**config.mk**
```make
export PLATFORM = sky130hd
export DESIGN_NAME = mac_stream
export DESIGN_NICKNAME = d
export VERILOG_FILES = /design/src/rtl/mac_stream_pkg.sv /design/src/rtl/mac_stream_acc.sv /design/src/rtl/mac_stream.sv
export SDC_FILE = /design/constraint.sdc
export NUM_CORES = 1
export LEC_CHECK = 0
export CORE_ASPECT_RATIO = 1.4
export CORE_MARGIN = 8
export CORE_UTILIZATION = 60
export CTS_CLUSTER_DIAMETER = 100
export DETAILED_ROUTE_END_ITERATION = 8
export GPL_TIMING_DRIVEN = 0
export PLACE_DENSITY = 0.81
export SYNTH_ARGS = -nofsm -noshare
export SYNTH_HDL_FRONTEND = slang
export SYNTH_SLANG_ARGS = --single-unit
export TNS_END_PERCENT = 100
```
**constraint.sdc**
```tcl
create_clock -name clk -period 3.4 [get_ports clk]
set_clock_uncertainty 0.05 [all_clocks]
set_input_delay 0.68 -clock clk [delete_from_list [all_inputs] [get_ports clk]]
set_output_delay 0.68 -clock clk [all_outputs]
set_load 0.02 [all_outputs]
```
**src/rtl/mac_stream_pkg.sv**
```systemverilog
// Shared definitions for the streaming MAC: defaults, state encoding, widening helper.
package mac_stream_pkg;

  localparam int DATA_W_DEF = 8;
  localparam int ACC_W_DEF  = 20;
  localparam int LEN_W_DEF  = 5;

  // Widest accumulator the widening helper can produce (ACC_W must stay below this).
  localparam int WIDEN_MAX  = 64;

  typedef enum logic [1:0] {
    ST_IDLE  = 2'd0,
    ST_RUN   = 2'd1,
    ST_DRAIN = 2'd2,
    ST_DONE  = 2'd3
  } state_e;

  // Sign- or zero-extend the low prod_w bits of prod to WIDEN_MAX bits.
  function automatic logic [WIDEN_MAX-1:0] widen(input logic [WIDEN_MAX-1:0] prod,
                                                 input int prod_w,
                                                 input logic sgn);
    logic [WIDEN_MAX-1:0] mask;
    logic [WIDEN_MAX-1:0] msb_mask;
    logic                 fill;
    mask     = {WIDEN_MAX{1'b1}} >> (WIDEN_MAX - prod_w);
    msb_mask = mask & ~(mask >> 1);
    fill     = sgn & (|(prod & msb_mask));
    return fill ? (prod | ~mask) : (prod & mask);
  endfunction

endpackage

```
**src/rtl/mac_stream_acc.sv**
```systemverilog
// Product register, product widening, accumulator adder and sticky overflow detect.
module mac_stream_acc
  import mac_stream_pkg::*;
#(
  parameter int DATA_W = DATA_W_DEF,
  parameter int ACC_W  = ACC_W_DEF
) (
  input  logic              clk,
  input  logic              rst_n,
  input  logic              clear_i,
  input  logic              load_i,
  input  logic              signed_i,
  input  logic [DATA_W-1:0] a_i,
  input  logic [DATA_W-1:0] b_i,
  output logic [ACC_W-1:0]  acc_o,
  output logic              ovf_o,
  output logic              pv_o
);

  localparam int PROD_W = 2 * DATA_W;

  logic [PROD_W-1:0]        prod_q, prod_d;
  logic                     pv_q, pv_d;
  logic [ACC_W-1:0]         acc_q, acc_d;
  logic                     ovf_q, ovf_d;
  logic signed [PROD_W-1:0] prod_s;
  logic [PROD_W-1:0]        prod_u;
  logic [WIDEN_MAX-1:0]     wide;
  logic [ACC_W-1:0]         addend;
  logic [ACC_W:0]           sum;
  logic                     ovf_now;
  logic                     unused_hi;

  assign prod_s    = PROD_W'($signed(a_i)) * PROD_W'($signed(b_i));
  assign prod_u    = PROD_W'(a_i) * PROD_W'(b_i);
  assign wide      = widen(WIDEN_MAX'(prod_q), PROD_W, signed_i);
  assign addend    = wide[ACC_W-1:0];
  assign unused_hi = ^wide[WIDEN_MAX-1:ACC_W];
  assign sum       = {1'b0, acc_q} + {1'b0, addend};
  // Signed: like-signed addends whose sum flips sign. Unsigned: carry out of the top bit.
  assign ovf_now   = signed_i ? ((acc_q[ACC_W-1] == addend[ACC_W-1]) &&
                                 (sum[ACC_W-1] != acc_q[ACC_W-1]))
                              : sum[ACC_W];

  // Next state: capture a product on accept, fold the held product in; clear wins.
  always_comb begin
    prod_d = prod_q;
    pv_d   = 1'b0;
    acc_d  = acc_q;
    ovf_d  = ovf_q;
    if (load_i) begin
      prod_d = signed_i ? prod_s : prod_u;
      pv_d   = 1'b1;
    end
    if (pv_q) begin
      acc_d = sum[ACC_W-1:0];
      ovf_d = ovf_q | ovf_now;
    end
    if (clear_i) begin
      prod_d = '0;
      pv_d   = 1'b0;
      acc_d  = '0;
      ovf_d  = 1'b0;
    end
  end

  // Datapath registers.
  always_ff @(posedge clk or negedge rst_n) begin
    if (!rst_n) begin
      prod_q <= '0;
      pv_q   <= 1'b0;
      acc_q  <= '0;
      ovf_q  <= 1'b0;
    end else begin
      prod_q <= prod_d;
      pv_q   <= pv_d;
      acc_q  <= acc_d;
      ovf_q  <= ovf_d;
    end
  end

  assign acc_o = acc_q;
  assign ovf_o = ovf_q;
  assign pv_o  = pv_q;

endmodule

```
**src/rtl/mac_stream.sv**
```systemverilog
// Streaming multiply-accumulate engine: job FSM, pair counter and handshakes.
module mac_stream
  import mac_stream_pkg::*;
#(
  parameter int DATA_W = DATA_W_DEF,
  parameter int ACC_W  = ACC_W_DEF,   // >= 2*DATA_W and < WIDEN_MAX
  parameter int LEN_W  = LEN_W_DEF
) (
  input  logic              clk,
  input  logic              rst_n,
  input  logic              start,
  input  logic [LEN_W-1:0]  len,
  input  logic              signed_mode,
  input  logic              in_valid,
  output logic              in_ready,
  input  logic [DATA_W-1:0] a,
  input  logic [DATA_W-1:0] b,
  output logic              out_valid,
  input  logic              out_ready,
  output logic [ACC_W-1:0]  result,
  output logic              overflow,
  output logic              busy
);

  state_e           state_q, state_d;
  logic [LEN_W-1:0] len_q, len_d;
  logic [LEN_W-1:0] cnt_q, cnt_d;
  logic             sgn_q, sgn_d;
  logic             job_start;
  logic             accept;
  logic             last_accept;
  logic             pv;

  assign job_start   = (state_q == ST_IDLE) && start;
  assign accept      = in_valid && in_ready;
  assign last_accept = accept && ((cnt_q + LEN_W'(1)) == len_q);

  // State register.
  always_ff @(posedge clk or negedge rst_n) begin
    if (!rst_n) state_q <= ST_IDLE;
    else        state_q <= state_d;
  end

  // Next-state: DRAIN waits one cycle for the final product to be added.
  always_comb begin
    state_d = state_q;
    case (state_q)
      ST_IDLE:  if (start) state_d = (len == '0) ? ST_DONE : ST_RUN;
      ST_RUN:   if (last_accept) state_d = ST_DRAIN;
      ST_DRAIN: if (pv) state_d = ST_DONE;
      ST_DONE:  if (out_ready) state_d = ST_IDLE;
      default:  state_d = ST_IDLE;
    endcase
  end

  // Handshake and status outputs decoded from state.
  always_comb begin
    in_ready  = (state_q == ST_RUN);
    out_valid = (state_q == ST_DONE);
    busy      = (state_q != ST_IDLE);
  end

  // Job parameters latch on start; count advances per accepted pair.
  always_comb begin
    len_d = len_q;
    sgn_d = sgn_q;
    cnt_d = cnt_q;
    if (job_start) begin
      len_d = len;
      sgn_d = signed_mode;
      cnt_d = '0;
    end else if (accept) begin
      cnt_d = cnt_q + LEN_W'(1);
    end
  end

  // Job parameter and counter registers.
  always_ff @(posedge clk or negedge rst_n) begin
    if (!rst_n) begin
      len_q <= '0;
      sgn_q <= 1'b0;
      cnt_q <= '0;
    end else begin
      len_q <= len_d;
      sgn_q <= sgn_d;
      cnt_q <= cnt_d;
    end
  end

  mac_stream_acc #(
    .DATA_W (DATA_W),
    .ACC_W  (ACC_W)
  ) u_acc (
    .clk      (clk),
    .rst_n    (rst_n),
    .clear_i  (job_start),
    .load_i   (accept),
    .signed_i (sgn_q),
    .a_i      (a),
    .b_i      (b),
    .acc_o    (result),
    .ovf_o    (overflow),
    .pv_o     (pv)
  );

endmodule

```
==> flow_summary.html <==
<table>
<tr><th>Metric</th><th>Value</th></tr>
<tr><th colspan="2">Logic synthesis</th></tr>
<tr><td>Number of storage elements in the synthesis netlist</td><td>approximately 50</td></tr>
<tr><td>Most instantiated flip-flop cell in the synthesis netlist</td><td>sky130_fd_sc_hd__dfrtp_1</td></tr>
<tr><td>Cell Area, Synth</td><td>roughly 7400 sq um</td></tr>
<tr><td>Most area-consuming cells after synthesis</td><td>sky130_fd_sc_hd__fa_1 23%, sky130_fd_sc_hd__dfrtp_1 17%, sky130_fd_sc_hd__ha_1 14%, sky130_fd_sc_hd__inv_1 8.6%, sky130_fd_sc_hd__nand2_1 4.1%</td></tr>
<tr><td>Post-synthesis cell count</td><td>roughly 850</td></tr>
<tr><td>Proportion of synthesized flip-flops having asynchronous set or reset</td><td>1.000</td></tr>
<tr><td>Synth Net Count</td><td>between 1000 and 1500</td></tr>
<tr><td>Area fraction of the dominant cell type after synthesis</td><td>0.2338</td></tr>
<tr><td>Part of the Yosys area used for sequential elements</td><td>0.1733</td></tr>
<tr><td>Synthesis warning total</td><td>0</td></tr>
<tr><td>Number of enable flip-flop cells after synthesis</td><td>0</td></tr>
<tr><td>Library cell occupying the most area in the post-synthesis netlist</td><td>sky130_fd_sc_hd__fa_1</td></tr>
<tr><td>Library cells used by synthesis</td><td>53</td></tr>
<tr><td>Syn_area_per_cell</td><td>slightly below 9 sq um</td></tr>
<tr><th colspan="2">Die</th></tr>
<tr><td>Core area</td><td>12130 sq um</td></tr>
<tr><td>Initial Util</td><td>0.6071</td></tr>
<tr><td>Number of rows created at floorplan</td><td>48</td></tr>
<tr><td>DIE WIDTH</td><td>~110 um</td></tr>
<tr><td>Area of the die</td><td>16130 sq um</td></tr>
<tr><td>Vertical die dimension</td><td>roughly 150 um</td></tr>
<tr><td>I/O pin count</td><td>slightly above 50</td></tr>
<tr><th colspan="2">Pwr</th></tr>
<tr><td>Switching share of power</td><td>0.4817</td></tr>
<tr><td>Relative contribution of sequential cells to total power</td><td>0.135</td></tr>
<tr><td>Internal</td><td>between 4 and 5 mW</td></tr>
<tr><td>NetSw</td><td>3.878 mW</td></tr>
<tr><td>Portion of total power attributed to the clock network</td><td>0.074</td></tr>
<tr><td>Post-layout total power</td><td>just over 8 mW</td></tr>
<tr><td>Pwr Density</td><td>between 800 and 900 nW/um^2</td></tr>
<tr><td>Relative contribution of combinational cells to total power</td><td>0.791</td></tr>
<tr><td>Maximum vdd drop</td><td>447.3 uV</td></tr>
<tr><td>Static leakage</td><td>between 4 and 5 nW</td></tr>
<tr><th colspan="2">Timing</th></tr>
<tr><td>Worst hold slack across all endpoints</td><td>0.3100 ns</td></tr>
<tr><td>Pin slew with the least headroom to its limit</td><td>between 0.7 and 0.8 ns</td></tr>
<tr><td>RSZ-0062 raised after global routing</td><td>true</td></tr>
<tr><td>Max Fclk</td><td>222.5 MHz</td></tr>
<tr><td>Slack of the critical path</td><td>-1.095 ns</td></tr>
<tr><td>Final-report max-slew violation count</td><td>0</td></tr>
<tr><td>Final critical-path share of the clock period</td><td>1.322</td></tr>
<tr><td>Total setup violations reported at the end of the flow</td><td>11</td></tr>
<tr><td>Post-layout min period</td><td>approximately 4.5 ns</td></tr>
<tr><td>Tightest slew margin relative to the limit</td><td>0.5200</td></tr>
<tr><td>Final hold violations</td><td>0</td></tr>
<tr><th colspan="2">Layout</th></tr>
<tr><td>Leading cell types in the layout, fill and taps excluded</td><td>141 x sky130_fd_sc_hd__inv_1, 79 x sky130_fd_sc_hd__fa_1, 70 x sky130_fd_sc_hd__nand2_1, 63 x sky130_fd_sc_hd__ha_1, 51 x sky130_fd_sc_hd__dfrtp_1</td></tr>
<tr><td>Ant. Diodes</td><td>0</td></tr>
<tr><td>Area taken by multi-input logic gates</td><td>6007 sq um</td></tr>
<tr><td>Area growth, synth to finish</td><td>25.91%</td></tr>
<tr><td>Number of inserted filler cells in the final layout</td><td>roughly 820</td></tr>
<tr><td>Most common cell after layout, fill and taps aside</td><td>sky130_fd_sc_hd__inv_1</td></tr>
<tr><td>Post-route cell area</td><td>just over 9000 sq um</td></tr>
<tr><td>Seq. cell area</td><td>1276 sq um</td></tr>
<tr><td>Post-layout nets</td><td>~1100</td></tr>
<tr><td>Fraction of layout cells with a size suffix above 1</td><td>0.1908</td></tr>
<tr><th colspan="2">Placed design</th></tr>
<tr><td>Input/output buffers</td><td>44</td></tr>
<tr><td>Post-placement cell area</td><td>8363 sq um</td></tr>
<tr><td>Global placer's final weighted congestion</td><td>0.9242</td></tr>
<tr><td>Worst setup timing slack at the placement stage</td><td>-2.166 ns</td></tr>
<tr><td>Detailed Place HPWL</td><td>approximately 14000 um</td></tr>
<tr><th colspan="2">Worst setup path</th></tr>
<tr><td>Sort of element at the end of the critical path</td><td>flop</td></tr>
<tr><td>Arrival time of data at the critical path endpoint</td><td>4.67 ns</td></tr>
<tr><td>Critical Path Most Common Cell</td><td>sky130_fd_sc_hd__fa_1</td></tr>
<tr><td>Cell with the biggest individual delay on the critical path</td><td>sky130_fd_sc_hd__fa_1</td></tr>
<tr><td>Cells along the critical path</td><td>clkbuf_16, and2_4, fa_1, inv_1, fa_1, inv_1, fa_1, inv_1, fa_1, inv_2, ha_4, a41oi_2, o21ai_2, o31a_1, a31oi_1, mux2_2, a31oi_1</td></tr>
<tr><td>Max incr delay on CP</td><td>~0.52 ns</td></tr>
<tr><td>Highest net fanout along the worst path</td><td>8</td></tr>
<tr><td>Worst Setup Path Type</td><td>primary input to flop</td></tr>
<tr><td>Req. time, crit path</td><td>approximately 3.6 ns</td></tr>
<tr><td>Startpoint kind of the worst setup timing path</td><td>primary input</td></tr>
<tr><th colspan="2">CTS</th></tr>
<tr><td>CTS clock-pin slew for the worst setup and hold paths</td><td>~0.070 ns</td></tr>
<tr><td>Clock H-tree levels</td><td>2</td></tr>
<tr><td>Hold bufs inserted after CTS</td><td>0</td></tr>
<tr><td>Buffer depth of the longest clock path</td><td>2</td></tr>
<tr><td>Clock Sink Count</td><td>a little over 50</td></tr>
<tr><td>CTS tree</td><td>yes</td></tr>
<tr><td>TritonCTS Buffers</td><td>5</td></tr>
<tr><td>Clock root buffer</td><td>sky130_fd_sc_hd__clkbuf_16</td></tr>
<tr><td>Clk_lat worst skew</td><td>about 0.3 ns</td></tr>
<tr><th colspan="2">Routing</th></tr>
<tr><td>Via count</td><td>6219</td></tr>
<tr><td>Final antenna-violating net count</td><td>0</td></tr>
<tr><td>DRT Wirelength</td><td>around 19000 um</td></tr>
<tr><td>Drt pass-1 iters</td><td>5</td></tr>
<tr><td>Metal-1 WL</td><td>approximately 7200 um</td></tr>
<tr><td>Highest layer used for signal routing</td><td>met4</td></tr>
<tr><td>Routed length on met3</td><td>653 um</td></tr>
<tr><td>DR WL met2</td><td>approximately 11000 um</td></tr>
<tr><td>Number of vias per cell</td><td>5.742</td></tr>
<tr><td>Iteration-0 DRC Markers</td><td>between 200 and 300</td></tr>
<tr><td>DRC violation count after routing</td><td>0</td></tr>
<tr><td>Average routed wire per standard cell</td><td>~18 um</td></tr>
<tr><th colspan="2">Global route</th></tr>
<tr><td>Number of global-route vias before repair</td><td>roughly 6500</td></tr>
<tr><td>GR Util All Layers</td><td>0.2271</td></tr>
<tr><td>Maximum number of pins on one net before global-route repair</td><td>31</td></tr>
<tr><td>Global-route wire length before repair</td><td>roughly 30000 um</td></tr>
<tr><td>Total gr overflow</td><td>0</td></tr>
<tr><td>Number of antenna violations at the first check in global routing</td><td>0</td></tr>
<tr><th colspan="2">Run status</th></tr>
<tr><td>Violated checks</td><td>negative setup slack</td></tr>
<tr><td>Run status</td><td>finished, violations left</td></tr>
<tr><th colspan="2">Run</th></tr>
<tr><td>MaxCap Viol Count</td><td>0</td></tr>
<tr><th colspan="2">Min path</th></tr>
<tr><td>Tightest Hold Check Type</td><td>primary input to asynchronous set/reset pin</td></tr>
</table>
final timing paths:
path,startpoint,endpoint,slack (ns),cells past startpoint
max reg2reg,sgn_q$_DFFE_PN0P_,u_acc.acc_o[19]$_DFFE_PN0P_,0.51,10
min in group clk,len_q[1]$_DFFE_PN0P_,len_q[1]$_DFFE_PN0P_,0.46,2
min reg2reg,len_q[1]$_DFFE_PN0P_,len_q[1]$_DFFE_PN0P_,0.46,2
max in group asynchronous,rst_n,len_q[3]$_DFFE_PN0P_,2.46,2
max,a[3],u_acc.prod_q[14]$_DFFE_PN0P_,-1.10,17
min,rst_n,u_acc.acc_o[1]$_DFFE_PN0P_,0.31,1
state kept, by name (all words and copies together) (netlist names):
| name | cells |
|---|---|
| cnt_q | 5 |
| len_q | 5 |
| sgn_q | 1 |
| state_q | 2 |
| u_acc.acc_o | 20 |
| u_acc.ovf_o | 1 |
| u_acc.prod_q | 16 |
| u_acc.pv_o | 1 |
layout make-up:
class                   instances  share of cell area
multi-input cells             606              0.6478
flip-flops and latches         51              0.1376
repair buffers                 74             0.08514
inverters                     169             0.07003
plain buffers                  25             0.02038
well taps                     150             0.02024
clock buffers                   6             0.01498
clock inverters                 2            0.003778
stage by stage:
| step | TNS, ns | utilization | instances |
|---|---|---|---|
| finish | -9.143 | 0.7643 | 1083 |
| floorplan | -8.671 | - | 851 |
| global placement | -19.23 | 0.6881 | 1045 |
| detailed placement | -19.86 | 0.6894 | 1046 |
| global route | -10.67 | 0.7643 | 1083 |
| CTS | -7.663 | 0.7303 | 1066 |
kinds of logic after synthesis:
group | synth area share
AOI/OAI and AO/OA | 0.1340
xor gates and xnor gates | 0.05352
adders and majority gates | 0.3765
buffers and inverters | 0.09905
DFF | 0.1733
muxes | 0.01784
and+or+nand+nor | 0.1458
cells in the mapped netlist (12+ instances only):
library cell               instances
sky130_fd_sc_hd__dfrtp_1          51
sky130_fd_sc_hd__and2_1           40
sky130_fd_sc_hd__clkbuf_1         20
sky130_fd_sc_hd__ha_1             84
sky130_fd_sc_hd__a31oi_1          13
sky130_fd_sc_hd__xnor2_1          24
sky130_fd_sc_hd__a211oi_1         15
sky130_fd_sc_hd__fa_1             86
sky130_fd_sc_hd__a21oi_1          38
sky130_fd_sc_hd__mux2i_1          12
sky130_fd_sc_hd__xor2_1           21
sky130_fd_sc_hd__nand2_1          81
sky130_fd_sc_hd__a21o_1           14
sky130_fd_sc_hd__nor2_1           44
sky130_fd_sc_hd__o21ai_0          38
sky130_fd_sc_hd__nor3_1           16
sky130_fd_sc_hd__inv_1           168
timing repair:
action / CTS / global route
gates cloned: 0 / 1
endpoints found under the setup margin: 12 / 12
setup buffers: 12 / 17
gates resized for setup: 115 / 68
pin swaps: 50 / 61
layer usage:
layer	up-vias	global-route usage
met3	61	0.02017
met5	-	0
met4	0	0.09153
met1	3053	0.2537
li1	2910	-
met2	195	0.4214
power groups by stage:
stage | logic [mW] | clock network, mW | registers (mW)
2_1_floorplan | 3.78 | 0 | 1.16
3_3_place_gp | 4.90 | 0 | 1.08
3_5_place_dp | 5.01 | 0 | 1.10
4_1_cts | 5.50 | 0.594 | 1.09
5_1_grt | 6.99 | 0.611 | 1.13
6_report | 6.37 | 0.594 | 1.09
critical path: cells and delay by family:
kind                     cells  cell delay (ns)
AO/OA/AOI/OAI                5             0.91
adder cells (fa/ha/maj)      5             2.19
buffers and inverters        5             0.35
multiplexers                 1             0.36
AND/OR/NAND/NOR              1             0.17
Power figures use the tool's default switching activity.
